**config.mk**
```make
export PLATFORM = sky130hd
export DESIGN_NAME = sync_bit_arbiter
export DESIGN_NICKNAME = d
export VERILOG_FILES = /design/src/rtl/sync_bit_arbiter.sv
export SDC_FILE = /design/constraint.sdc
export NUM_CORES = 1
export LEC_CHECK = 0
export ABC_AREA = 1
export BUFFER_PORTS_ARGS = -buffer_cell sky130_fd_sc_hd__buf_2
export CORE_MARGIN = 1.5
export CORE_UTILIZATION = 57
export CTS_CLUSTER_DIAMETER = 200
export DETAILED_ROUTE_END_ITERATION = 10
export HOLD_SLACK_MARGIN = 0.12
export PLACE_DENSITY = 0.81
export SYNTH_ARGS = -nofsm -noshare
export SYNTH_HDL_FRONTEND = slang
export SYNTH_SLANG_ARGS = --single-unit
```
**constraint.sdc**
```tcl
create_clock -name CLK -period 3.6 [get_ports CLK]
set_input_delay 0.54 -clock CLK [delete_from_list [all_inputs] [get_ports CLK]]
set_output_delay 0.54 -clock CLK [all_outputs]
set_load 0.03 [all_outputs]
```
**src/rtl/sync_bit_arbiter.sv**
```systemverilog
// sync_bit_arbiter: round-robin owner of one toggle-handshake crossing shared by NREQ requesters.
// Define SYNC_ARB_TIMEOUT_EN to add WAIT timeout abort with a DRAIN state that re-aligns the toggles.
module sync_bit_arbiter #(
    parameter int unsigned NREQ    = 4,
    parameter logic        INIT    = 1'b0,
    parameter int unsigned MIN_GAP = 2,
    parameter int unsigned TIMEOUT = 255
) (
    input  logic                     CLK,
    input  logic                     RST,
    input  logic [NREQ-1:0]          req,
    output logic                     sync_en,
    output logic                     sync_d,
    input  logic                     ack_sync,
    output logic [NREQ-1:0]          done,
    output logic                     err,
    output logic                     busy,
    output logic [$clog2(NREQ)-1:0]  cur_idx
);

    localparam int unsigned IDXW = $clog2(NREQ);
    localparam int unsigned GAPW = 4;

    localparam logic [2:0] IDLE  = 3'd0;
    localparam logic [2:0] SEND  = 3'd1;
    localparam logic [2:0] WAIT  = 3'd2;
    localparam logic [2:0] GAP   = 3'd3;
`ifdef SYNC_ARB_TIMEOUT_EN
    localparam logic [2:0] DRAIN = 3'd4;
`endif
    localparam logic [2:0] AFTER_ACK = (MIN_GAP == 0) ? IDLE : GAP;

    logic [2:0]      state, stateNext;
    logic [IDXW-1:0] ptr, ptrNext;
    logic [GAPW-1:0] gapCnt, gapCntNext;
    logic [IDXW-1:0] pickIdx, curIdxNext, idxWrap;
    logic            syncDNext, syncEnNext, errNext, busyNext;
    logic [NREQ-1:0] doneNext;
    logic            ackMatch;
    int unsigned     offset;

`ifdef SYNC_ARB_TIMEOUT_EN
    logic [15:0]     toCnt, toCntNext;
`else
    logic            unusedTimeout;
    assign unusedTimeout = ^32'(TIMEOUT);
`endif

    assign ackMatch = (ack_sync == sync_d);
    assign idxWrap  = (32'(cur_idx) == NREQ - 1) ? '0 : cur_idx + IDXW'(1);

    // First set request at or after ptr; descending scan leaves the nearest hit.
    always_comb begin
        pickIdx = ptr;
        offset  = '0;
        for (int i = int'(NREQ) - 1; i >= 0; i--) begin
            offset = 32'(ptr) + 32'(i);
            if (offset >= NREQ) begin
                offset = offset - NREQ;
            end
            if (req[IDXW'(offset)]) begin
                pickIdx = IDXW'(offset);
            end
        end
    end

    // Next-state and next-output logic.
    always_comb begin
        stateNext  = state;
        ptrNext    = ptr;
        gapCntNext = gapCnt;
        curIdxNext = cur_idx;
        syncDNext  = sync_d;
        syncEnNext = 1'b0;
        doneNext   = '0;
        errNext    = 1'b0;
`ifdef SYNC_ARB_TIMEOUT_EN
        toCntNext  = toCnt;
`endif
        case (state)
            IDLE: begin
                if (|req) begin
                    curIdxNext = pickIdx;
                    stateNext  = SEND;
                end
            end
            SEND: begin
                syncDNext  = ~sync_d;
                syncEnNext = 1'b1;
                stateNext  = WAIT;
`ifdef SYNC_ARB_TIMEOUT_EN
                toCntNext  = '0;
`endif
            end
            WAIT: begin
                if (ackMatch) begin
                    doneNext   = NREQ'(1) << cur_idx;
                    ptrNext    = idxWrap;
                    gapCntNext = '0;
                    stateNext  = AFTER_ACK;
                end
`ifdef SYNC_ARB_TIMEOUT_EN
                else if (toCnt == 16'(TIMEOUT)) begin
                    doneNext  = NREQ'(1) << cur_idx;
                    errNext   = 1'b1;
                    ptrNext   = idxWrap;
                    stateNext = DRAIN;
                end else begin
                    toCntNext = toCnt + 16'd1;
                end
`endif
            end
            GAP: begin
                if (gapCnt == GAPW'(MIN_GAP - 1)) begin
                    stateNext = IDLE;
                end else begin
                    gapCntNext = gapCnt + GAPW'(1);
                end
            end
`ifdef SYNC_ARB_TIMEOUT_EN
            // Late echo must land before the next toggle or the crossing desyncs.
            DRAIN: begin
                if (ackMatch) begin
                    gapCntNext = '0;
                    stateNext  = AFTER_ACK;
                end
            end
`endif
            default: stateNext = IDLE;
        endcase
        busyNext = (stateNext != IDLE);
    end

    // State and output registers.
    always_ff @(posedge CLK) begin
        if (RST) begin
            state   <= IDLE;
            ptr     <= '0;
            gapCnt  <= '0;
            cur_idx <= '0;
            sync_d  <= INIT;
            sync_en <= 1'b0;
            done    <= '0;
            err     <= 1'b0;
            busy    <= 1'b0;
`ifdef SYNC_ARB_TIMEOUT_EN
            toCnt   <= '0;
`endif
        end else begin
            state   <= stateNext;
            ptr     <= ptrNext;
            gapCnt  <= gapCntNext;
            cur_idx <= curIdxNext;
            sync_d  <= syncDNext;
            sync_en <= syncEnNext;
            done    <= doneNext;
            err     <= errNext;
            busy    <= busyNext;
`ifdef SYNC_ARB_TIMEOUT_EN
            toCnt   <= toCntNext;
`endif
        end
    end

endmodule

```
* Yosys cells after proc, flatten, opt, wreduce, memory -nomap -nowiden *
Index checks and enable logic that the tools add are counted.

word-level totals
  register bits after elaboration = 18
  output and inout bits = 10

operators by class
  add/subtract/negate cells = 9
  magnitude comparators = 8
  eq/ne operators = 8
  shift-type cells = 1
  muxes and demuxes = 25
  bitwise operators = 3
  reductions and logical operators = 8

operator list
  kind                                                                                  number
  2-bit two-way mux                                                                     9
  2-bit by 3-bit < comparator with 1-bit output (second input constant)                 4
  3-bit case mux with 4 select lines                                                    1
  3-bit greater-or-equal comparator (second input constant)                             3
  3-bit two-way mux                                                                     3
  1-bit binary-select mux with 2-bit select                                             4
  4-bit two-way mux                                                                     2
  4-bit case mux with 2 select lines                                                    1
  2-bit by 1-bit subtractor with 2-bit output (second input constant)                   4
  2-bit by 2-bit adder with 3-bit output (second input constant)                        2
  3-bit by 2-bit == test with 1-bit output (second input constant)                      2
  1-bit two-way mux                                                                     5
  4-bit by 1-bit adder with 4-bit output (second input constant)                        1
  4-bit by 1-bit == test with 1-bit output (second input constant)                      1
  2-bit != test (second input constant)                                                 2
  2-bit AND reduction                                                                   2
  4-bit OR reduction                                                                    1
  1-bit by 2-bit left shift with 4-bit output (first input constant)                    1
  2-bit by 1-bit adder with 3-bit output (second input constant)                        1
  3-bit by 1-bit == test with 1-bit output (second input constant)                      1
  2-bit by 3-bit greater-or-equal comparator with 1-bit output (second input constant)  1
  3-bit zero test                                                                       1
  1-bit NOT                                                                             3
  3-bit AND reduction                                                                   1
  6 further kinds                                                                       6

* Longest topological paths before layout *
Gate-level depths: netlist of the first run.

  word-level depth = 9
  mapped depth = 12
  mapped depth without buffers = 11

* Worst setup path before layout of the first run *
No wires, ideal clock.

  path kind = flip-flop to flip-flop
  from = reg sync_d
  to = reg busy
  setup time = 0.120 ns
  arrival time = 1.197 ns
  data required time = 3.480 ns
  slack = 2.283 ns
  stages on the path, launching flop included = 7
  period minus slack after synthesis = 1.317 ns
  cells stage by stage = dfxtp_1 -> xor2_1 -> nor2_2 -> nor2_4 -> inv_2 -> o21ai_1 -> nand2_1

on the way
  longest elaborated chain between the ends = 4

RTL lines
  item                                RTL line  source
  start: declaration                  13        output logic sync_d,
  start signal: assignment            154       sync_d <= syncDNext;
  1-bit == test                       49        assign ackMatch = (ack_sync == sync_d);
  3-bit two-way mux                   96        if (ackMatch) begin
  3-bit case mux with 4 select lines  80        case (state)
  3-bit nonzero test                  131       busyNext = (stateNext != IDLE);
  end signal: assignment              158       busy <= busyNext;
  end: declaration                    17        output logic busy,

No other way between the ends.
A chain may end at the register's enable or synchronous reset.

* Worst setup path in the final report of the first run *
  from = reg cur_idx[0]
  to = out cur_idx[0]

RTL lines
  item                      RTL line  source
  start: declaration        18        output logic [$clog2(NREQ)-1:0] cur_idx
  start signal: assignment  153       cur_idx <= curIdxNext;

No word-level cell between the ends.

==> results.toml, run 1 <==
[logic_synthesis]
synth_xor_area_share_pct = 0.928
async_reset_ff_share_pct = 0
synth-compound-area-share_pct = 9.68
yosysSeqAreaShare_pct = 38.2
synthAdderAreaFrac_pct = 3.98
yosysTopAreaCell = "dfxtp_1"
yosys.area_share.simple_pct = 33.7
synth-edff-count = 0
yosysWarnings = 0
syn_area_sq_um = 943
synth_area_per_cell_sq_um = 6.94
synth-seq-cells = 18
synthMuxAreaShare_pct = 0
ys_types = 25
yosysTopAreaCellShare_pct = 38.2
ys.flop_type = "dfxtp_1"
synth_top_family_by_area = "simple AND/OR/NAND/NOR gates"
yosys-top-cells-area = "dfxtp_1, nand2_1, inv_1"
netlist_instances = 136

[cts]
cts_tree = "built"
htreeDepth = 1
cts.path.max_buffers = 2
cts-root-buf = "clkbuf_4"
post_cts_resize_count = 0
cts_sinks = 18
cts_setup_buffers = 0
cts-buffers-inserted = 3
clk_latency_ns = 0.30
clk_pin_slew_ns = 0.10
cts_hold_buf = 0

[critical_path]
path_depth = 1
cp.required_ns = 3.06
end_kind = "output pin"
ff2ff_path_depth = 11
worstPathMaxFanout = 7
cp_top_family = "flip-flops"
slowest_stage = "dfxtp_1"
start_kind = "flip-flop"
worst-endpoint-arrival_ns = 0.98
timing.rr.end = "cur_idx[0]"
crit_chain = "buf_2"
r2r_start = "ptr[0]"
r2r_slack_ns = 2.15
crit_buf_inv = 1
cpPeakStageDelay_ns = 0.44
worst-setup-path-type = "reg -> out"

[finish]
n_antenna_cell = 0
instances_no_fill = 170
fill_cells = 132
syn_to_final_growth_pct = 12.3
num-nets-final = 165
multi_input_area_sq_um = 463
seqCellArea_sq_um = 360
layout-drive-gt1-share_pct = 22.7

[status]
status = "finished, final reports clean"

[floorplanning]
start_util_pct = 61.9
design.core.area_sq_mm = 0.00152
die-area_sq_mm = 0.00191
ios = 17
rows = 14
die_h_microns = 43.7
die_w_microns = 43.7

[worst_hold_path]
min_to = "sync_en"
holdPathStages = 2
min_path_type = "in -> reg"
hold_start = "RST"

[timing]
hold_viol = 0
drv_slew = 0
finalSetupViolCount = 0
max_freq_mhz = 658
hold_ws_ns = 0.488
rsz0062_at_grt = "no"
min_period_over_period_pct = 42.2
setup_tns_ns = 0
fin_skew_ns = 0.00363
fin_crit_ns = 1.52

[place]
place_inst = 166
port_buffers = 15
hpwl_microns = 1340
gp_congestion = 0.818

[global_routing]
grt_max_degree = 11
grt_pass1_vias = 810
grt_pass1_wl_microns = 3140
grt_util_all_layers_pct = 21.9
overflow = 0
antenna_found_initial = 0

[power_and_ir_drop]
p_total_w = 0.000393
power_density_mw_per_mm2 = 371
irDropWorstVdd_uv = 249
p_leak_nw = 0.552

[drt]
viasPerCell = 5.26
wl_per_cell_microns = 10.2
dr.pass1.iters = 4
drt_iter0_drc = 35
vias = 895
routed_wirelength_microns = 1730
remaining_drc_errors = 0
ant_nets = 0

[flow_run]
drv_cap = 0
[registers in the layout, indices dropped and copies added, names as in the netlist]
| register | cells |
|---|---|
| cur_idx | 2 |
| done | 4 |
| state | 3 |
| gapCnt | 4 |
| sync_en | 1 |
| sync_d | 1 |
| busy | 1 |
| ptr | 2 |
[cells in the mapped netlist (2+ instances only)]
master and n:
nor3_1 2, nand2_1 34, nor3_2 3, ha_1 3, nand2_2 3, nor2_2 2
a211oi_1 2, nand3_1 12, clkinv_1 2, inv_2 5, o21ai_0 2, dfxtp_1 18
nor2_1 11, inv_1 18, o21ai_1 4, a21oi_1 6
[report_power, final]
part	switching, W	internal, W	leakage, nW	total, W
logic	0.0000369	0.0000179	0.384	0.0000548
clock network	0.0000642	0.0000617	0.0210	0.000126
registers	0.00000611	0.000206	0.147	0.000212
total	0.000107	0.000286	0.552	0.000393
[layer usage]
metal,up-vias,global-route usage (%),routed length (microns)
li1,457,-,-
met1,403,26.7,789
met2,33,36.8,816
met3,2,4.17,99
met4,0,10.3,20
met5,-,0,0
[layout by cell type (no fill, tap or decap), types with 2 or more instances in the layout]
cell and n:
inv_2 5, o21ai_1 4, dfxtp_1 18, nor3_1 2, a21oi_1 6, nand2_2 3, nor2_1 11, inv_1 18
o21ai_0 2, nand3_1 12, conb_1 2, buf_2 15, clkbuf_4 3, a211oi_1 2, nand2_1 34, ha_1 3
clkinv_1 2, nor3_2 3, nor2_2 2
[per-stage QoR]
| step | cell area, sq um | worst slack [ns] | utilization, % |
|---|---|---|---|
| floorplan | 947 | 2.28 | - |
| global placement | 1020 | 2.09 | 67.2 |
| detailed placement | 1020 | 2.09 | 67.2 |
| CTS | 1060 | 2.07 | 69.5 |
| global route | 1060 | 1.99 | 69.5 |
| finish | 1060 | 2.08 | 69.5 |
[layout make-up]
type | count | area share (%)
Clock buffer | 4 | 3.42
Timing Repair Buffer | 15 | 7.08
Tap cell | 16 | 1.89
Multi-Input combinational cell | 91 | 43.7
Sequential cell | 18 | 34.0
Inverter | 26 | 9.92
[worst max-delay path by stage]
stage	from	end	slack (ns)
after floorplan	sync_d	busy	2.28
after global placement	req[1]	busy	2.09
after detailed placement	req[1]	busy	2.09
after CTS	cur_idx[0]	cur_idx[0]	2.07
after global routing	ptr[0]	cur_idx[0]	1.99
final	cur_idx[0]	cur_idx[0]	2.08
[cells by family (layout without fill, tap and decap cells)]
family | Yosys count | count (layout)
buffers and inverters | 28 | 45
xor gates and xnor gates | 1 | 1
DFF | 18 | 18
and+or+nand+nor | 69 | 69
other | 1 | 2
adders and majority gates | 3 | 3
AOI/OAI and AO/OA | 16 | 16
(Power assumes the default switching activity.)
==> run 2: changes to the inputs <==
- CORE_UTILIZATION: 57 -> 53
- PLACE_DENSITY: 0.81 -> 0.76
- clock period: 3.6 -> 1.4 ns (I/O delays scaled with it)
==> results.toml, run 2 (synthesis gave the netlist of run 1 again) <==
[power_and_ir_drop]
p_leak_nw = 0.571
irDropWorstVdd_uv = 689
power_density_mw_per_mm2 = 919
p_total_w = 0.00101

[critical_path]
crit_chain = "inv_2 > ha_1 > nand3_1 > nand2_1 > inv_2 > nor2_4 > inv_2 > a21oi_1 > nor3_2"
slowest_stage = "dfxtp_2"
worst-setup-path-type = "reg -> reg"
worst-endpoint-arrival_ns = 1.48
end_kind = "flip-flop"
cpPeakStageDelay_ns = 0.34
worstPathMaxFanout = 5
ff2ff_path_depth = 9
cp.required_ns = 1.59
path_common_cell = "inv_2"
start_kind = "flip-flop"

[status]
status = "finished, final reports clean"

[cts]
cts-root-buf = "clkbuf_4"
htreeDepth = 1
cts_hold_buf = 0
cts_sinks = 18
clk_pin_slew_ns = 0.10
cts-buffers-inserted = 3
cts.path.max_buffers = 2
cts_tree = "built"
clk_latency_ns = 0.29

[floorplanning]
start_util_pct = 55.9
die_w_microns = 45.2
ios = 17
rows = 15
die_h_microns = 45.2
design.core.area_sq_mm = 0.00169
die-area_sq_mm = 0.00204

[finish]
instances_no_fill = 172
top_regs = "done x4, gapCnt x4, state x3"
fill_cells = 152
seqCellArea_sq_um = 365
final_common_cell = "nand2_1"
layout-drive-gt1-share_pct = 31.6
syn_to_final_growth_pct = 17.0
multi_input_area_sq_um = 485
most-common-layout-cells = "nand2_1, inv_1, buf_2, dfxtp_1"
n_antenna_cell = 0
num-nets-final = 166

[worst_hold_path]
min_path_type = "in -> reg"
holdPathStages = 2

[timing]
max_freq_mhz = 776
fin_skew_ns = 0.00411
min_period_over_period_pct = 92.1
fin_ws_ns = 0.111
hold_viol = 0
finalSetupViolCount = 0
drv_slew = 0
fin_crit_ns = 1.29

[global_routing]
overflow = 0
antenna_found_initial = 0
grt_util_all_layers_pct = 20.8
grt_max_degree = 11
grt_pass1_vias = 787
grt_pass1_wl_microns = 3100

[place]
place_ws_ns = 0.0440
gp_congestion = 0.832
port_buffers = 15
place_inst = 168
hpwl_microns = 1440

[drt]
drt_iter0_drc = 14
wl_per_cell_microns = 10.2
remaining_drc_errors = 0
viasPerCell = 5.12
ant_nets = 0
routed_wirelength_microns = 1750
dr.pass1.iters = 4
vias = 880

[flow_run]
drv_cap = 0
run 2: cell types whose count changed in the layout (fill, tap and decap cells not counted), sizes merged:
cell,change
buf,+1
clkinv,-1
inv,+1
run 2: worst max-delay path, delay by kind of cell (launching register included):
family,cells,cell delay (ns)
adders and majority gates,1,0.14
DFF,1,0.34
buffers and inverters,3,0.19
AOI/OAI and AO/OA,1,0.15
and+or+nand+nor,4,0.36
run 2: where the power goes:
part | leakage, nW | internal [W] | switching [W]
combinational | 0.402 | 0.0000503 | 0.000101
clock | 0.0210 | 0.000158 | 0.000159
sequential | 0.149 | 0.000530 | 0.0000150
run 2: path summary, 6_finish.rpt:
check | startpoint | end | slack [ns]
max | gapCnt[1] | gapCnt[2] | 0.11
min reg2reg | gapCnt[1] | gapCnt[1] | 0.50
max reg2reg | gapCnt[1] | gapCnt[2] | 0.11
min | RST | sync_en | 0.18
run 2: what timing repair did:
| action | in CTS | in global routing |
|---|---|---|
| resized for setup | 0 | 15 |
| buffers inserted | 0 | 0 |
| setup endpoints to repair | 0 | 7 |
run 2: metrics by stage:
step           util, %   TNS [ns]  instance area, sq um  hold slack [ns]
6_report          65.3          0                  1100            0.182
5_1_grt           65.3  -0.000274                  1100            0.177
4_1_cts           63.3          0                  1070            0.173
3_5_place_dp      61.1          0                  1030            0.491
3_3_place_gp      61.1          0                  1030            0.475
2_1_floorplan        -          0                   947            0.282
run 2: layer usage:
metal	vias up	global-route usage [%]	part of all wire (%)
met4	0	8.82	1.6
met5	-	0	0
met1	391	26.1	45
met2	24	35.1	48
li1	460	-	-
met3	5	3.20	5.3
run 2: layout make-up:
| type | count | area share, % |
|---|---|---|
| tap | 17 | 1.93 |
| timing repair buffer | 16 | 8.16 |
| sequential | 18 | 33.1 |
| clock buffer | 4 | 3.29 |
| multi-input combinational | 91 | 44.0 |
| inverter | 26 | 9.52 |
